--- src/rtl/uart_pkg.sv ---
// Shared UART definitions: receiver/transmitter FSM state encoding and the
// default frame/baud constants used as parameter defaults.
package uart_pkg;

    localparam int unsigned UART_DATA_WIDTH = 8;
    localparam int unsigned UART_OVERSAMPLE = 16;
    localparam int unsigned UART_DIV_WIDTH  = 16;

    typedef enum logic [2:0] {
        StIdle,
        StStart,
        StData,
        StParity,
        StStop
    } uart_state_e;

endpackage

--- src/rtl/uart_baud_tick.sv ---
// Baud oversample tick generator, shared by the RX and TX paths.
// Ports:
//   clk, rstn - clock, asynchronous active-low reset
//   div       - tick period minus 1, in clk cycles
//   clear     - holds the counter at 0 and suppresses tick
//   tick      - one-cycle pulse every div+1 cycles
// The divisor is captured while cleared and at each wrap, so a change to div
// only takes effect at the next wrap and can never strand the counter above it.
module uart_baud_tick
    import uart_pkg::*;
#(
    parameter int unsigned DIV_WIDTH = UART_DIV_WIDTH
) (
    input  logic                 clk,
    input  logic                 rstn,
    input  logic [DIV_WIDTH-1:0] div,
    input  logic                 clear,
    output logic                 tick
);

    logic [DIV_WIDTH-1:0] cnt_q, cnt_d;
    logic [DIV_WIDTH-1:0] div_q, div_d;

    always_comb begin
        tick  = ~clear & (cnt_q == div_q);
        cnt_d = cnt_q + 1'b1;
        div_d = div_q;
        if (clear || tick) begin
            cnt_d = '0;
            div_d = div;
        end
    end

    always_ff @(posedge clk or negedge rstn) begin
        if (!rstn) begin
            cnt_q <= '0;
            div_q <= '0;
        end else begin
            cnt_q <= cnt_d;
            div_q <= div_d;
        end
    end

endmodule

--- src/rtl/uart_rx_core.sv ---
// UART receiver: synchronises rx, deframes start/data/(parity)/stop bits using
// an oversampled tick and presents each byte on a valid/ready output.
// Ports:
//   clk, rstn      - clock, asynchronous active-low reset
//   rx             - asynchronous serial input, idle high
//   rx_en          - receiver enable; low forces the FSM to idle
//   div            - baud tick period minus 1
//   data_o         - received byte, stable while valid_out is high
//   valid_out      - data_o holds an unconsumed byte
//   ready_out      - downstream accepts the byte
//   frame_err      - one-cycle pulse, stop bit sampled low
//   overrun        - one-cycle pulse, byte dropped because output was full
//   busy           - FSM not idle
//   parity_odd     - (UART_RX_PARITY_EN) 1 = odd parity, 0 = even
//   parity_err     - (UART_RX_PARITY_EN) one-cycle pulse alongside valid_out rise
// Optional parity support is enabled by defining UART_RX_PARITY_EN.
module uart_rx_core
    import uart_pkg::*;
#(
    parameter int unsigned DATA_WIDTH = UART_DATA_WIDTH,
    parameter int unsigned OVERSAMPLE = UART_OVERSAMPLE,
    parameter int unsigned DIV_WIDTH  = UART_DIV_WIDTH
) (
    input  logic                  clk,
    input  logic                  rstn,
    input  logic                  rx,
    input  logic                  rx_en,
    input  logic [DIV_WIDTH-1:0]  div,
`ifdef UART_RX_PARITY_EN
    input  logic                  parity_odd,
    output logic                  parity_err,
`endif
    output logic [DATA_WIDTH-1:0] data_o,
    output logic                  valid_out,
    input  logic                  ready_out,
    output logic                  frame_err,
    output logic                  overrun,
    output logic                  busy
);

    localparam int unsigned SCNT_W = $clog2(OVERSAMPLE);
    localparam int unsigned BCNT_W = $clog2(DATA_WIDTH + 1);
    localparam logic [SCNT_W-1:0] SCNT_MID  = SCNT_W'(OVERSAMPLE / 2 - 1);
    localparam logic [SCNT_W-1:0] SCNT_LAST = SCNT_W'(OVERSAMPLE - 1);
    localparam logic [BCNT_W-1:0] BCNT_LAST = BCNT_W'(DATA_WIDTH - 1);

    logic [1:0]            sync_q;
    logic                  rx_s;
    logic                  tick;
    uart_state_e           state_q, state_d;
    logic [SCNT_W-1:0]     scnt_q, scnt_d;
    logic [BCNT_W-1:0]     bcnt_q, bcnt_d;
    logic [DATA_WIDTH-1:0] shift_q, shift_d;
    logic                  stop_ok, stop_bad;
    logic [DATA_WIDTH-1:0] data_q;
    logic                  valid_q, ferr_q, ovr_q;

    assign rx_s = sync_q[1];

    uart_baud_tick #(
        .DIV_WIDTH (DIV_WIDTH)
    ) u_baud_tick (
        .clk   (clk),
        .rstn  (rstn),
        .div   (div),
        .clear (state_q == StIdle),
        .tick  (tick)
    );

`ifdef UART_RX_PARITY_EN
    logic par_q, par_d, perr_q;
    // Data plus parity bit must have an odd count of ones for odd parity.
    logic par_mismatch;
    assign par_mismatch = ((^shift_q) ^ par_q) != parity_odd;
`endif

    always_comb begin
        state_d  = state_q;
        scnt_d   = tick ? scnt_q + 1'b1 : scnt_q;
        bcnt_d   = bcnt_q;
        shift_d  = shift_q;
        stop_ok  = 1'b0;
        stop_bad = 1'b0;
`ifdef UART_RX_PARITY_EN
        par_d    = par_q;
`endif
        unique case (state_q)
            StIdle: begin
                if (!rx_s) state_d = StStart;
            end
            StStart: begin
                // Re-check the start bit at its midpoint to reject glitches.
                if (tick && scnt_q == SCNT_MID) state_d = rx_s ? StIdle : StData;
            end
            StData: begin
                if (tick && scnt_q == SCNT_LAST) begin
                    shift_d = {rx_s, shift_q[DATA_WIDTH-1:1]};
                    bcnt_d  = bcnt_q + 1'b1;
                    scnt_d  = '0;
                    if (bcnt_q == BCNT_LAST) begin
`ifdef UART_RX_PARITY_EN
                        state_d = StParity;
`else
                        state_d = StStop;
`endif
                    end
                end
            end
            StParity: begin
`ifdef UART_RX_PARITY_EN
                if (tick && scnt_q == SCNT_LAST) begin
                    par_d   = rx_s;
                    state_d = StStop;
                end
`else
                state_d = StIdle;
`endif
            end
            StStop: begin
                // Leave at mid-stop-bit so a back-to-back start edge is caught.
                if (tick && scnt_q == SCNT_LAST) begin
                    stop_ok  = rx_s;
                    stop_bad = ~rx_s;
                    state_d  = StIdle;
                end
            end
            default: state_d = StIdle;
        endcase

        if (!rx_en) begin
            state_d  = StIdle;
            stop_ok  = 1'b0;
            stop_bad = 1'b0;
        end
        if (state_d != state_q) begin
            scnt_d = '0;
            bcnt_d = '0;
        end
    end

    always_ff @(posedge clk or negedge rstn) begin
        if (!rstn) begin
            sync_q  <= 2'b11;
            state_q <= StIdle;
            scnt_q  <= '0;
            bcnt_q  <= '0;
            shift_q <= '0;
        end else begin
            sync_q  <= {sync_q[0], rx};
            state_q <= state_d;
            scnt_q  <= scnt_d;
            bcnt_q  <= bcnt_d;
            shift_q <= shift_d;
        end
    end

    always_ff @(posedge clk or negedge rstn) begin
        if (!rstn) begin
            data_q  <= '0;
            valid_q <= 1'b0;
            ferr_q  <= 1'b0;
            ovr_q   <= 1'b0;
        end else begin
            ferr_q <= stop_bad;
            ovr_q  <= 1'b0;
            if (stop_ok) begin
                // A same-cycle handshake frees the slot for the new byte.
                if (!valid_q || ready_out) begin
                    data_q  <= shift_q;
                    valid_q <= 1'b1;
                end else begin
                    ovr_q <= 1'b1;
                end
            end else if (valid_q && ready_out) begin
                valid_q <= 1'b0;
            end
        end
    end

`ifdef UART_RX_PARITY_EN
    always_ff @(posedge clk or negedge rstn) begin
        if (!rstn) begin
            par_q  <= 1'b0;
            perr_q <= 1'b0;
        end else begin
            par_q  <= par_d;
            perr_q <= stop_ok & par_mismatch;
        end
    end
    assign parity_err = perr_q;
`endif

    assign data_o    = data_q;
    assign valid_out = valid_q;
    assign frame_err = ferr_q;
    assign overrun   = ovr_q;
    assign busy      = (state_q != StIdle);

endmodule

--- config.mk ---
export PLATFORM = sky130hd
export DESIGN_NAME = uart_rx_core
export DESIGN_NICKNAME = d
export VERILOG_FILES = /design/src/rtl/uart_pkg.sv /design/src/rtl/uart_baud_tick.sv /design/src/rtl/uart_rx_core.sv
export SDC_FILE = /design/constraint.sdc
export NUM_CORES = 1
export LEC_CHECK = 0
export CAP_MARGIN = 20
export CELL_PAD_IN_SITES_DETAIL_PLACEMENT = 1
export CELL_PAD_IN_SITES_GLOBAL_PLACEMENT = 2
export CORE_MARGIN = 1
export CORE_UTILIZATION = 35
export CTS_CLUSTER_SIZE = 16
export DETAILED_ROUTE_END_ITERATION = 16
export GPL_TIMING_DRIVEN = 0
export HOLD_SLACK_MARGIN = 0.06
export PLACE_DENSITY = 0.77
export SLEW_MARGIN = 10
export SYNTH_ARGS = -nofsm -noshare
export SYNTH_HDL_FRONTEND = slang
export SYNTH_HIERARCHICAL = 1
export SYNTH_SLANG_ARGS = --single-unit
export TNS_END_PERCENT = 30
--- constraint.sdc ---
create_clock -name clk -period 2 [get_ports clk]
set_input_delay 0.3 -clock clk [delete_from_list [all_inputs] [get_ports clk]]
set_output_delay 0.3 -clock clk [all_outputs]
set_load 0.01 [all_outputs]
After elaboration in Yosys (flattened, before gate mapping)
Cells that the tools add are included.

operators by class
  add/subtract/negate cells = 3
  equal/unequal tests = 9
  multiplexer cells = 27
  bitwise operators = 3
  reductions and logical operators = 15

operators with widths
  operator               count
  $mux 4                 7
  $mux 3                 6
  $add 16x1->16 const B  1
  $eq 16x16->1           1
  $mux 16                1
  $pmux 3 s4             1
  $mux 1                 11
  $add 4x1->4 const B    2
  $eq 4x3->1 const B     2
  $reduce_and 2->1       4
  $reduce_bool 2->1      3
  $eq 4x4->1 const B     1
  $eq 3x1->1 const B     1
  $eq 3x2->1 const B     1
  $eq 3x3->1 const B     1
  $logic_and 1x1->1      3
  $logic_not 3->1        1
  $ne 3x3->1             1
  $reduce_bool 3->1      1
  $logic_or 1x1->1       2
  $mux 2                 1
  $ne 2x1->1 const B     1
  $not 1->1              2
  $and 1x1->1            1
  $logic_not 1->1        1

word-level totals
  flip-flop bits (word level) = 64

Depth between registers and ports, before layout
  depth in word-level cells = 10
  depth in mapped cells = 11

Hierarchy
The synthesis kept the hierarchy.

modules (own cells, without submodules)
  module          times used  cells an instance  area an instance (um2)  seq. area each (um2)
  uart_baud_tick  1           133                1640.3                  800.8
  uart_rx_core    1           120                1507.7                  803.3

Worst setup path before layout
No wires, ideal clock.

  kind = flip-flop to flip-flop
  start point = reg state_q[2]
  end point = reg shift_q[0]
  arrival = 2.075 ns
  required time = 1.875 ns
  slack = -0.200 ns
  cell stages (with the launch flop) = 10
  path buffers = 3
  period minus slack after synthesis = 2.200 ns
  path through = dfrtp_1 > buf_4 > or3_2 > inv_1 > nor2_1 > buf_4 > and4_1 > buf_2 > nand2_4 > mux2_2

between the ends
  cells in the longest elaborated chain, start to end = 5
  elaborated cells between the ends (all ways) = 6
  those cells by class = eq/ne: 1; bitwise: 2; reduce/logical: 3

ends and longest elaborated chain
  what                               RTL line              source
  from (decl)                        uart_rx_core.sv:50    uart_state_e state_q, state_d;
  from (signal assigned)             uart_rx_core.sv:144   state_q <= StIdle;
  from (signal assigned)             uart_rx_core.sv:150   state_q <= state_d;
  $logic_not 3->1                    uart_rx_core.sv:66    .clear (state_q == StIdle),
  $not 1->1                          uart_baud_tick.sv:25  tick = ~clear & (cnt_q == div_q);
  $and 1x1->1                        uart_baud_tick.sv:25
  named net tick                     uart_rx_core.sv:49    logic tick;
  $logic_and 1x1->1                  uart_rx_core.sv:96    if (tick && scnt_q == SCNT_LAST) begin
  $reduce_and 2->1 (no source line)  -
  to (signal assigned)               uart_rx_core.sv:153   shift_q <= shift_d;
  to (decl)                          uart_rx_core.sv:53    logic [DATA_WIDTH-1:0] shift_q, shift_d;

The timed path passes the listed nets, and every way through them passes these cells.
A chain may end at the register's enable or synchronous reset.

Worst setup path after layout
  start point = reg u_baud_tick.div_q[8]
  end point = reg data_q[5], in the netlist data_o[5]

between the ends
  cells in the longest elaborated chain, start to end = 7

ends and longest elaborated chain
  what                               RTL line              source
  from (decl)                        uart_baud_tick.sv:22  logic [DIV_WIDTH-1:0] div_q, div_d;
  from (signal assigned)             uart_baud_tick.sv:40  div_q <= div_d;
  $eq 16x16->1                       uart_baud_tick.sv:25
  $and 1x1->1                        uart_baud_tick.sv:25
  named net tick                     uart_rx_core.sv:49
  $logic_and 1x1->1                  uart_rx_core.sv:121   if (tick && scnt_q == SCNT_LAST) begin
  $mux 1                             uart_rx_core.sv:121
  $mux 1                             uart_rx_core.sv:87    unique case (state_q)
  $mux 1                             uart_rx_core.sv:130   if (!rx_en) begin
  $reduce_and 2->1 (no source line)  -
  to (signal assigned)               uart_rx_core.sv:169   data_q <= shift_q;
  to (decl)                          uart_rx_core.sv:55    logic [DATA_WIDTH-1:0] data_q;

The timed path passes the listed nets, and every way through them passes these cells.

==> results.json <==
{
  "grt_overflow": 0,
  "boundaryPins": 33,
  "finalPower_uw": 2781,
  "path_cells": "xor2_1 -> nor4_2 -> nand4_1 -> nor2_1 -> buf_4 -> nand4_1 -> nor2_4 -> nand3_4 -> mux2_4",
  "path_buf_inv": 1,
  "tritoncts": "built",
  "grt_max_degree": 41,
  "first_global_vias": 2237,
  "nFillCells": 951,
  "post-route-period-util": 1.134,
  "drtIter0Drc": 43,
  "hold_depth": 0,
  "crit_family": "simple AND/OR/NAND/NOR gates",
  "drt-wirelength-per-cell_um": 15.12,
  "setup_violations": 42,
  "max_cap_viol_count": 0,
  "worst_pin_slew_ns": 0.4151,
  "min_period_ns": 2.267,
  "power_density_mw_per_mm2": 694.3,
  "synth_edf_count": 0,
  "cp-end-kind": "flip-flop",
  "crit_path_max_incr_delay_ns": 0.40,
  "route.detailed.drc": 0,
  "numCtsBuffers": 9,
  "diodes": 0,
  "cpMaxStageDelayCell": "dfrtp_1",
  "cp.required_ns": 2.23,
  "final_max_slew_viol_count": 0,
  "rr_endpoint": "data_o[5]",
  "whs_endpoint": "sync_q[1]",
  "dp_hpwl_um": 4353,
  "violations": "negative setup slack",
  "first_pass_iters": 2,
  "syn_inst": 253,
  "core_mm2": 0.008721,
  "ys_seq_area_frac": 0.5095,
  "crit_top_cell": "nand4_1",
  "max-vdd-ir-drop_uv": 418.3,
  "fin_cells": 425,
  "insertion_delay_ns": 0.34,
  "place_inst": 394,
  "outcome": "complete, but fails checks",
  "cts_root_buf": "clkbuf_8",
  "holdWs_ns": 0.3575,
  "place_congestion": 0.7294,
  "synth-async-reset-ratio": 1.000,
  "startpoint_type": "flip-flop",
  "design_area_mm2": 0.004005,
  "h-tree-depth": 3,
  "fin_nets": 336,
  "die_x_um": 96.84,
  "crit_arrival_ns": 2.49,
  "io_buffers": 32,
  "ys_ff_latch": 64,
  "p_leak_uw": 0.001795,
  "maxSlewHeadroom": 0.7230,
  "path_class": "reg -> reg",
  "synth.distinct_cells": 48,
  "grt_pass1_wl_um": 11100,
  "worstHoldStart": "sync_q[0]",
  "syn_avg_cell_area_um2": 12.44,
  "dr_total_vias": 2109,
  "timing.rr.start": "u_baud_tick/div_q[8]",
  "fmax_mhz": 441.0,
  "clock_sinks": 64,
  "clkSlewWorstSetupHoldPaths_ns": 0.07,
  "synth_warnings": 6,
  "cts_buffer_depth": 2,
  "min_path_type": "reg -> reg",
  "synth_nets": 277,
  "start_util": 0.3610,
  "final.setup.worst_slack_ns": -0.2675,
  "antenna_found_initial": 0,
  "ant_nets": 0,
  "rsz0062_at_grt": "true",
  "r2r_setup_slack_ns": -0.27,
  "drt_wl_total_um": 6425,
  "place_area_mm2": 0.003640,
  "die_h_um": 96.84,
  "hold_viol_final": 0,
  "die-area_mm2": 0.009378,
  "drive_gt1_frac": 0.3155,
  "synthToLayoutAreaGrowth_pct": 27.23,
  "path_max_fanout": 8,
  "ys.flop_type": "dfrtp_1",
  "avgViaCountPerCell": 4.962,
  "rr_worst_depth": 9,
  "skew_ns": 0.006719,
  "netlist_area_mm2": 0.003148,
  "std_cell_rows": 34,
  "grtUsageTotal": 0.1495
}
[through the flow]
stage	util	worst slack, ns	TNS, ns
after floorplan	-	-0.05801	-0.6817
after global placement	0.4154	-1.535	-104.51
after detailed placement	0.4174	-0.4571	-8.955
final	0.4593	-0.2675	-5.237
after CTS	0.4542	-0.3323	-5.513
after global routing	0.4593	-0.4578	-11.41
[power breakdown]
part / leakage [uW] / internal (uW) / switching [uW]
Combinational: 0.000858 / 155 / 120
Sequential: 0.000838 / 1340 / 35.6
Clock: 0.000100 / 587 / 546
Total: 0.00180 / 2080 / 702
[layer usage]
metal / track usage / up-vias / routed length, um / part of all wire
li1: - / 1015 / - / -
met2: 0.2524 / 33 / 3239 / 0.50
met5: 0 / - / 0 / 0
met3: 0.04552 / 4 / 206 / 0.032
met4: 0.04133 / 0 / 34 / 0.0053
met1: 0.1845 / 1057 / 2944 / 0.46
[registers in the layout, summed over array words and instances (netlist names)]
| name | count |
|---|---|
| u_baud_tick/div_q | 16 |
| shift_q | 8 |
| data_o | 8 |
| frame_err | 1 |
| state_q | 3 |
| sync_q | 2 |
| valid_out | 1 |
| scnt_q | 4 |
| bcnt_q | 4 |
| u_baud_tick/cnt_q | 16 |
| overrun | 1 |
[cells in the final DEF (no fill, tap or decap), drive strengths merged, types with 6 or more instances in the layout]
| cell | n |
|---|---|
| dfrtp | 62 |
| mux2 | 32 |
| clkdlybuf4s50 | 30 |
| xor2 | 26 |
| buf | 25 |
| nor2 | 21 |
| nand3 | 11 |
| nand4 | 10 |
| nand2 | 10 |
| clkbuf | 9 |
| a21oi | 9 |
| or3 | 6 |
[final cells by class]
class / count / area, um2 / area share
well taps: 108 / 135.1 / 0.03374
flip-flops and latches: 64 / 1612 / 0.4024
plain buffers: 8 / 100.1 / 0.02499
clock buffers: 9 / 123.9 / 0.03093
multi-input cells: 176 / 1471 / 0.3674
clock inverters: 7 / 81.33 / 0.02031
repair buffers: 49 / 466.7 / 0.1165
inverters: 4 / 15.01 / 0.003749
[cells in the mapped netlist (2+ instances only)]
library cell  count  share of area
and2b_2           3         0.0083
inv_1             4         0.0048
mux2_4           14          0.067
dfstp_2           2          0.017
nor2_1           20          0.024
ha_1              3          0.012
buf_6             2         0.0072
xnor2_1           5          0.014
dfrtp_1          62           0.49
o21ai_0           5         0.0079
buf_4             3         0.0072
nor2b_1           2         0.0040
xor2_1           26          0.072
nor4_2            4          0.016
a21oi_1           9          0.014
nor3_1            3         0.0048
and4_1            3         0.0083
or3_1             5         0.0099
nand2_1           9          0.011
nand3_1          10          0.016
and3_1            3         0.0060
nand4_1          10          0.020
mux2_2           18          0.064
and2_1            2         0.0040
buf_2             2         0.0032
nor4b_1           2         0.0056
[worst max-delay path by stage]
stage,startpoint,end,slack (ns),depth (start not counted)
finish,u_baud_tick/div_q[8],data_o[5],-0.27,9
global placement,rstn,u_baud_tick/cnt_q[15],-1.54,1
CTS,u_baud_tick/cnt_q[1],data_o[5],-0.33,9
global route,u_baud_tick/cnt_q[15],data_o[5],-0.46,9
floorplan,u_baud_tick/cnt_q[12],data_o[0],-0.06,9
detailed placement,u_baud_tick/cnt_q[3],data_o[5],-0.46,9
[logic make-up (layout without fill, tap and decap cells)]
| logic type | Yosys count | in the layout | share of synthesized area |
|---|---|---|---|
| and+or+nand+nor | 88 | 88 | 0.1816 |
| DFF | 64 | 64 | 0.5095 |
| muxes | 33 | 33 | 0.1343 |
| xor gates and xnor gates | 31 | 31 | 0.08625 |
| AOI/OAI and AO/OA | 21 | 21 | 0.04293 |
| buffers and inverters | 13 | 77 | 0.03338 |
| adders and majority gates | 3 | 3 | 0.01192 |
[repair_timing]
item	CTS	global route
endpoints found under the hold margin	24	0
pin swaps	9	11
endpoints found under the setup margin	45	48
cloned	0	0
buffers inserted	11	4
resized for setup	10	5
hold buffers	1	0
Note: power is estimated with default switching activity, not from simulation.
